## src/rtl/sha256_pkg.sv

```systemverilog
// Shared types and constants for the SHA-256 message sequencer.
// SHA256_IV is the standard initial hash value, kept here so benches can reuse it.
`timescale 1ns/1ps
package sha256_pkg;

    typedef enum logic [2:0] {
        IDLE      = 3'd0,
        START     = 3'd1,
        WAIT_ACK  = 3'd2,
        WAIT_DONE = 3'd3,
        OUT       = 3'd4
    } seq_state_t;

    localparam int BLOCK_W  = 512;
    localparam int DIGEST_W = 256;

    localparam logic [DIGEST_W-1:0] SHA256_IV = {
        32'h6a09e667, 32'hbb67ae85, 32'h3c6ef372, 32'ha54ff53a,
        32'h510e527f, 32'h9b05688c, 32'h1f83d9ab, 32'h5be0cd19
    };

endpackage

```

## src/rtl/sha256_msg_seq.sv

```systemverilog
// Multi-block message sequencer feeding one shared SHA-256 compression core.
// Optional SHA_SEQ_MIDSTATE_EN adds msg_init/msg_init_en to resume from a stored midstate.
`timescale 1ns/1ps
module sha256_msg_seq
    import sha256_pkg::*;
#(
    parameter int CNT_W = 16
) (
    input  logic                clk,
    input  logic                rst,
    input  logic                blk_valid,
    output logic                blk_ready,
    input  logic [BLOCK_W-1:0]  blk_data,
    input  logic                blk_last,
`ifdef SHA_SEQ_MIDSTATE_EN
    input  logic [DIGEST_W-1:0] msg_init,
    input  logic                msg_init_en,
`endif
    output logic                dig_valid,
    input  logic                dig_ready,
    output logic [DIGEST_W-1:0] dig_data,
    output logic                core_start,
    output logic [BLOCK_W-1:0]  core_block,
    output logic [DIGEST_W-1:0] core_hash_init,
    output logic                core_use_init,
    input  logic [DIGEST_W-1:0] core_hash,
    input  logic                core_ready,
    output logic                busy,
    output logic [CNT_W-1:0]    blk_count
);

    seq_state_t          state_q, state_d;
    logic [BLOCK_W-1:0]  block_q;
    logic                last_q;
    logic                first_q;
    logic [DIGEST_W-1:0] chain_q;
    logic [DIGEST_W-1:0] hash_init_q;
    logic                use_init_q;
    logic [DIGEST_W-1:0] dig_data_q;
    logic [CNT_W-1:0]    count_q;
    logic                live_q;
    logic                accept;

    // live_q keeps blk_ready low until the first edge after reset releases
    assign blk_ready      = live_q && (state_q == IDLE);
    assign accept         = blk_valid && blk_ready;
    assign dig_valid      = (state_q == OUT);
    assign core_start     = (state_q == START);
    assign busy           = (state_q != IDLE);
    assign core_block     = block_q;
    assign core_hash_init = hash_init_q;
    assign core_use_init  = use_init_q;
    assign dig_data       = dig_data_q;
    assign blk_count      = count_q;

    always_comb begin
        state_d = state_q;
        case (state_q)
            IDLE:      if (accept) state_d = START;
            START:     state_d = WAIT_ACK;
            WAIT_ACK:  if (!core_ready) state_d = WAIT_DONE;
            WAIT_DONE: if (core_ready) state_d = last_q ? OUT : IDLE;
            OUT:       if (dig_ready) state_d = IDLE;
            default:   state_d = IDLE;
        endcase
    end

    always_ff @(posedge clk or posedge rst) begin
        if (rst) begin
            state_q     <= IDLE;
            block_q     <= '0;
            last_q      <= 1'b0;
            first_q     <= 1'b1;
            chain_q     <= '0;
            hash_init_q <= '0;
            use_init_q  <= 1'b0;
            dig_data_q  <= '0;
            count_q     <= '0;
            live_q      <= 1'b0;
        end else begin
            state_q <= state_d;
            live_q  <= 1'b1;
            // Core-facing block and chaining value are captured once and held until the next block
            if (accept) begin
                block_q <= blk_data;
                last_q  <= blk_last;
`ifdef SHA_SEQ_MIDSTATE_EN
                if (first_q && msg_init_en) begin
                    use_init_q  <= 1'b1;
                    hash_init_q <= msg_init;
                end else begin
                    use_init_q  <= !first_q;
                    hash_init_q <= chain_q;
                end
`else
                use_init_q  <= !first_q;
                hash_init_q <= chain_q;
`endif
            end
            if (state_q == WAIT_DONE && core_ready) begin
                chain_q <= core_hash;
                if (count_q != '1) count_q <= count_q + CNT_W'(1);
                if (last_q) dig_data_q <= core_hash;
                else        first_q    <= 1'b0;
            end
            if (state_q == OUT && dig_ready) begin
                first_q <= 1'b1;
                count_q <= '0;
            end
        end
    end

endmodule
```

## config.mk

```make
export PLATFORM = sky130hd
export DESIGN_NAME = sha256_msg_seq
export DESIGN_NICKNAME = d
export VERILOG_FILES = /design/src/rtl/sha256_pkg.sv /design/src/rtl/sha256_msg_seq.sv
export SDC_FILE = /design/constraint.sdc
export NUM_CORES = 2
export LEC_CHECK = 0
export BUFFER_PORTS_ARGS = -buffer_cell sky130_fd_sc_hd__buf_2
export CORE_AREA = 2 2 716 718
export DETAILED_ROUTE_END_ITERATION = 8
export DIE_AREA = 0 0 718 720
export SETUP_SLACK_MARGIN = 0.1
export SKIP_LAST_GASP = 1
export SYNTH_ARGS = -nofsm -noshare
export SYNTH_HDL_FRONTEND = slang
export SYNTH_SLANG_ARGS = --single-unit
```

## constraint.sdc

```tcl
create_clock -name clk -period 94.1 [get_ports clk]
set_input_delay 18.82 -clock clk [delete_from_list [all_inputs] [get_ports clk]]
set_output_delay 18.82 -clock clk [all_outputs]
set_load 0.005 [all_outputs]
```

### Yosys cells after proc, flatten, opt, wreduce, memory -nomap -nowiden

Cells that the tools add are included.

* register bits: 1303
* input port bits: 774
* output and inout port bits: 1045
* word-level logic and storage cells: 46

* add/subtract/negate cells: 1
* eq/ne operators: 10
* muxes and demuxes: 12
* reduce and logical (&&, ||, !) cells: 13

Operators by type and width (count)
* 16-bit 2-to-1 mux: 3
* 16-bit by 1-bit adder with 16-bit output (second input constant): 1
* 16-bit inequality test (second input constant): 1
* 3-bit 2-to-1 mux: 5
* 3-bit case mux with 5 select lines: 1
* 3-bit by 2-bit == test with 1-bit output (second input constant): 2
* 2-bit inequality test (second input constant): 3
* 2-bit AND reduction: 3
* 1-bit logical AND: 4
* 2-bit by 1-bit inequality test with 1-bit output (second input constant): 2
* 4-bit AND reduction: 1
* 2-bit nonzero test: 2
* 3-bit by 1-bit == test with 1-bit output (second input constant): 1
* 3-bit == test (second input constant): 1
* 3-bit zero test: 1
* 1-bit 2-to-1 mux: 3
* 3-bit nonzero test: 1
* 1-bit zero test: 1

### Logic depth before layout (Yosys ltp)

* depth after elaboration: 5
* gate-level depth with buffers: 8
* depth with buffers taken out: 5

### Worst setup path before layout

No wires, ideal clock.

* kind: input to register
* start point: input port core_ready
* end point: register dig_data_q[10] (netlist: dig_data[10])
* setup time: 0.125 ns
* data arrival time: 19.966 ns
* data required time: 93.975 ns
* slack: 74.010 ns
* stages: 6
* path buffers: 3
* path through: and4b_1 -> buf_2 -> nand2_1 -> buf_2 -> buf_2 -> mux2_2

* word-level cells in the longest chain between the ends: 2

Ends and longest elaborated chain
* from (decl): line sha256_msg_seq.sv:27 `input logic core_ready,`
* 1-bit logical AND: line sha256_msg_seq.sv:100 `if (state_q == WAIT_DONE && core_ready) begin`
* 2-bit AND reduction (no line)
* to (signal assigned): line sha256_msg_seq.sv:103 `if (last_q) dig_data_q <= core_hash;`
* to (decl): line sha256_msg_seq.sv:39 `logic [DIGEST_W-1:0] dig_data_q;`

Every way passes these cells.
A chain may end at the register's enable or synchronous reset.

### Worst setup path after layout

* start point: input port blk_valid
* end point: register block_q[265] (netlist: core_block[265])

* word-level cells in the longest chain between the ends: 1

Ends and longest elaborated chain
* from (decl): line sha256_msg_seq.sv:11 `input logic blk_valid,`
* 1-bit logical AND: line sha256_msg_seq.sv:46 `assign accept = blk_valid && blk_ready;`
* to (signal assigned): line sha256_msg_seq.sv:85 `block_q <= blk_data;`
* to (decl): line sha256_msg_seq.sv:33 `logic [BLOCK_W-1:0] block_q;`

Every way passes these cells.

==> impl_results.md <==
* Outcome: finished with violations
* Failing checks: antenna rules
* Worst Setup End Kind: register
* Worst hold path class: reg2reg
* Synth Register Bits at 1303
* Worst VDD drop at 0.0230 mV
* Distinct cells, synth at 40
* Max H-tree Level at 4
* Largest net degree at the start of global routing at 149
* Vias in the first global route at 36300
* Row cnt at 262
* CTS tree: yes
* Cells on worst reg2reg path at 9
* Crit path arrival time at 23.64 ns
* Port Buf Inserts at 1818
* Unrepaired setup endpoints after global routing: no
* Final period util at 24.4%
* Max Cap Viol at 0
* Initial antenna violation count at 426
* Final non-filler cell total at 12200
* Register area share after synthesis at 67.3%
* Post-place setup slack at 70.37 ns
* R2R Path Start: state_q[1]
* Worst Tran Pin Value at 1.16 ns
* Clock Path Buffers at 4
* RR Endpoint: core_block[265]
* RD Place Congestion at 1.12
* Drt wl/cell at 37.2 µm
* Fin. max-slew vios at 0
* Worst EP required at 94.80 ns
* Post-CTS setup buffer count at 0
* CTS Hold Bufs at 0
* Slew headroom at 22.5%
* Final HPWL DP at 404000 µm
* Core area at 508000 µm²
* Global-route wire length before repair at 538000 µm
* Root Driver: clkbuf_16
* Setup TNS Final at 0 ns
* FF-to-FF setup slack at 88.36 ns
* Leak at 33.9 nW
* Tot Pwr at 2.73 mW
* Clk_lat worst skew at 0.87 ns
* Tot GR Track Use at 17.0%
* Io pins at 1819
* # clock sinks at 1303
* WHS Endpoint: core_hash_init[74]
* Starting Density at 9.53%
* Crit path max fanout at 72
* Tmin final at 22.93 ns
* FMAX at 43.6 MHz
* Worst Setup Slack, final at 71.17 ns
* Routed vias/inst at 3.08
* Avg Inst Size Synth at 14.4 µm²
* Synth area leader: dfrtp_1
* Hold Startpoint: chain_q[74]
* WL final at 454000 µm
* DRC Markers at 0
* Syn Nets at 4144
* Post_cts resized at 0
* PwrDens at 38.1 nW/µm²
* Synthesis-to-layout area growth at 47.9%
* Mapped Cells at 3369
* Clock slew seen by the registers of the worst setup and hold paths at 0.06 ns
* Post-layout nets at 6010
* Vias at 37700
* Setup Viol. Count Final at 0
* Clock Skews at 0.0891 ns
* Setup CP Type: in2reg
* Post-route ant nets at 2
* Hold Violations, Final at 0
* Gr ovfl total at 0
* 1st-pass router iterations at 5
* Die width at 718 µm
* Layout cells sized above 1 at 59.0%
* Synth top area share at 67.2%
* Die area at 517000 µm²
* Initial DRC Count at 2578
* Hold path depth at 1
* CP startpoint kind: input port
* TritonCTS Buffers at 171
* Die height at 720 µm
* Top post-synthesis cells by area: dfrtp_1 (67%), mux2_2 (23%), nand2_1 (6.0%), buf_2 (1.3%), mux2_1 (0.37%)
* Yosys warnings at 0
* Synth Cell Area at 48500 µm²
* Inst Count DP at 11800
==> state kept, by name, indices dropped and copies added (netlist names) <==
signal          count
blk_count          16
chain_q           256
core_block        512
core_hash_init    256
core_use_init       1
dig_data          256
first_q             1
last_q              1
live_q              1
state_q             3
==> area by class of cell <==
type / count / area, µm²
clock inverters: 74 / 981
flip-flops and latches: 1303 / 32600
inverters: 4 / 22.5
repair buffers: 1868 / 9510
fillers: 57300 / 437000
diodes: 127 / 318
multi-input cells: 1887 / 15000
clock buffers: 224 / 4800
well taps: 6732 / 8420
==> cells in the mapped netlist, drive strengths merged <==
master / count
a21oi: 11
a31oi: 1
a41oi: 1
and2: 1
and3: 3
and4: 2
and4b: 1
buf: 131
clkbuf: 44
conb: 1
dfrtp: 1302
dfstp: 1
ha: 1
inv: 4
mux2: 1025
mux2i: 3
nand2: 780
nand2b: 1
nand3: 10
nand4: 5
nand4b: 2
nor2: 3
nor3: 4
nor3b: 1
nor4: 2
o2111ai: 1
o21a: 1
o21ai: 8
o31a: 1
o31ai: 6
o41ai: 1
or3: 4
or4: 6
xnor2: 1
==> report_power, final <==
group | internal, mW | leakage (nW) | switching, mW
Sequential | 0.824 | 16.0 | 0.149
Clock | 0.401 | 2.82 | 0.292
Combinational | 0.354 | 15.0 | 0.711
Total | 1.58 | 33.9 | 1.15
==> cells by family (layout without fill, tap and decap cells) <==
group                    Yosys count  after routing  share of synthesized area, %
other                              1            128                       0.00774
AND/OR/NAND/NOR                  825            825                          6.67
XOR/XNOR                           1              1                        0.0181
adder cells (fa/ha/maj)            1              1                        0.0258
buffers and inverters            179           2170                          1.76
AO/OA/AOI/OAI                     31             31                         0.390
multiplexers                    1028           1028                          23.9
flip-flops                      1303           1303                          67.3
==> routing by layer <==
metal	up-vias	wire length, µm	GRT usage (%)
li1	15300	-	-
met1	18800	165000	18.2
met2	2378	201000	26.9
met3	992	67100	11.2
met4	152	20100	5.72
met5	-	1200	0
==> worst max-delay path by stage <==
stage               from               to  slack (ns)
2_1_floorplan        rst     blk_count[0]       38.55
6_report       blk_valid  core_block[265]       71.17
3_3_place_gp   blk_valid  core_block[265]       70.43
3_5_place_dp   blk_valid  core_block[187]       70.37
4_1_cts        blk_valid  core_block[187]       71.32
5_1_grt        blk_valid  core_block[265]       70.99
==> cell usage in the layout (no fill, tap or decap), types with 2 or more instances in the layout <==
cell	synthesis	layout
diode_2	0	127
clkinv_8	0	3
bufinv_16	0	14
or4_1	6	6
nand3_1	10	9
mux2_2	1009	1009
nor2_1	3	3
clkinvlp_4	0	9
inv_8	0	5
inv_6	0	14
o31ai_1	6	6
nand4_1	5	5
clkbuf_8	0	28
o21ai_0	8	8
dfrtp_1	1302	1302
nand2_1	780	779
clkinv_16	0	4
clkbuf_16	0	173
clkinv_2	0	22
and4_1	2	2
mux2i_1	3	3
clkinv_4	0	3
a21oi_1	11	11
inv_1	4	3
clkbuf_1	44	23
and3_1	3	3
buf_12	0	3
buf_4	7	47
buf_2	123	1818
nor3_1	3	3
mux2_1	16	16
or3_1	4	4
==> critical path, cell delays in order <==
cell	delay, ns
buf_2	0.11
nand3_4	0.30
buf_4	0.53
buf_4	0.57
buf_4	0.82
buf_4	0.84
buf_4	0.90
mux2_2	0.43
==> metrics by stage <==
step	hold WS (ns)	utilization (%)	instance area, µm²
after floorplan	0.442	-	48500
after global placement	0.454	12.9	65600
after detailed placement	0.458	12.9	65600
after CTS	0.466	14.0	71400
after global routing	0.486	14.1	71500
final	0.463	14.1	71700
No activity file was read; power rests on OpenSTA's default activity.
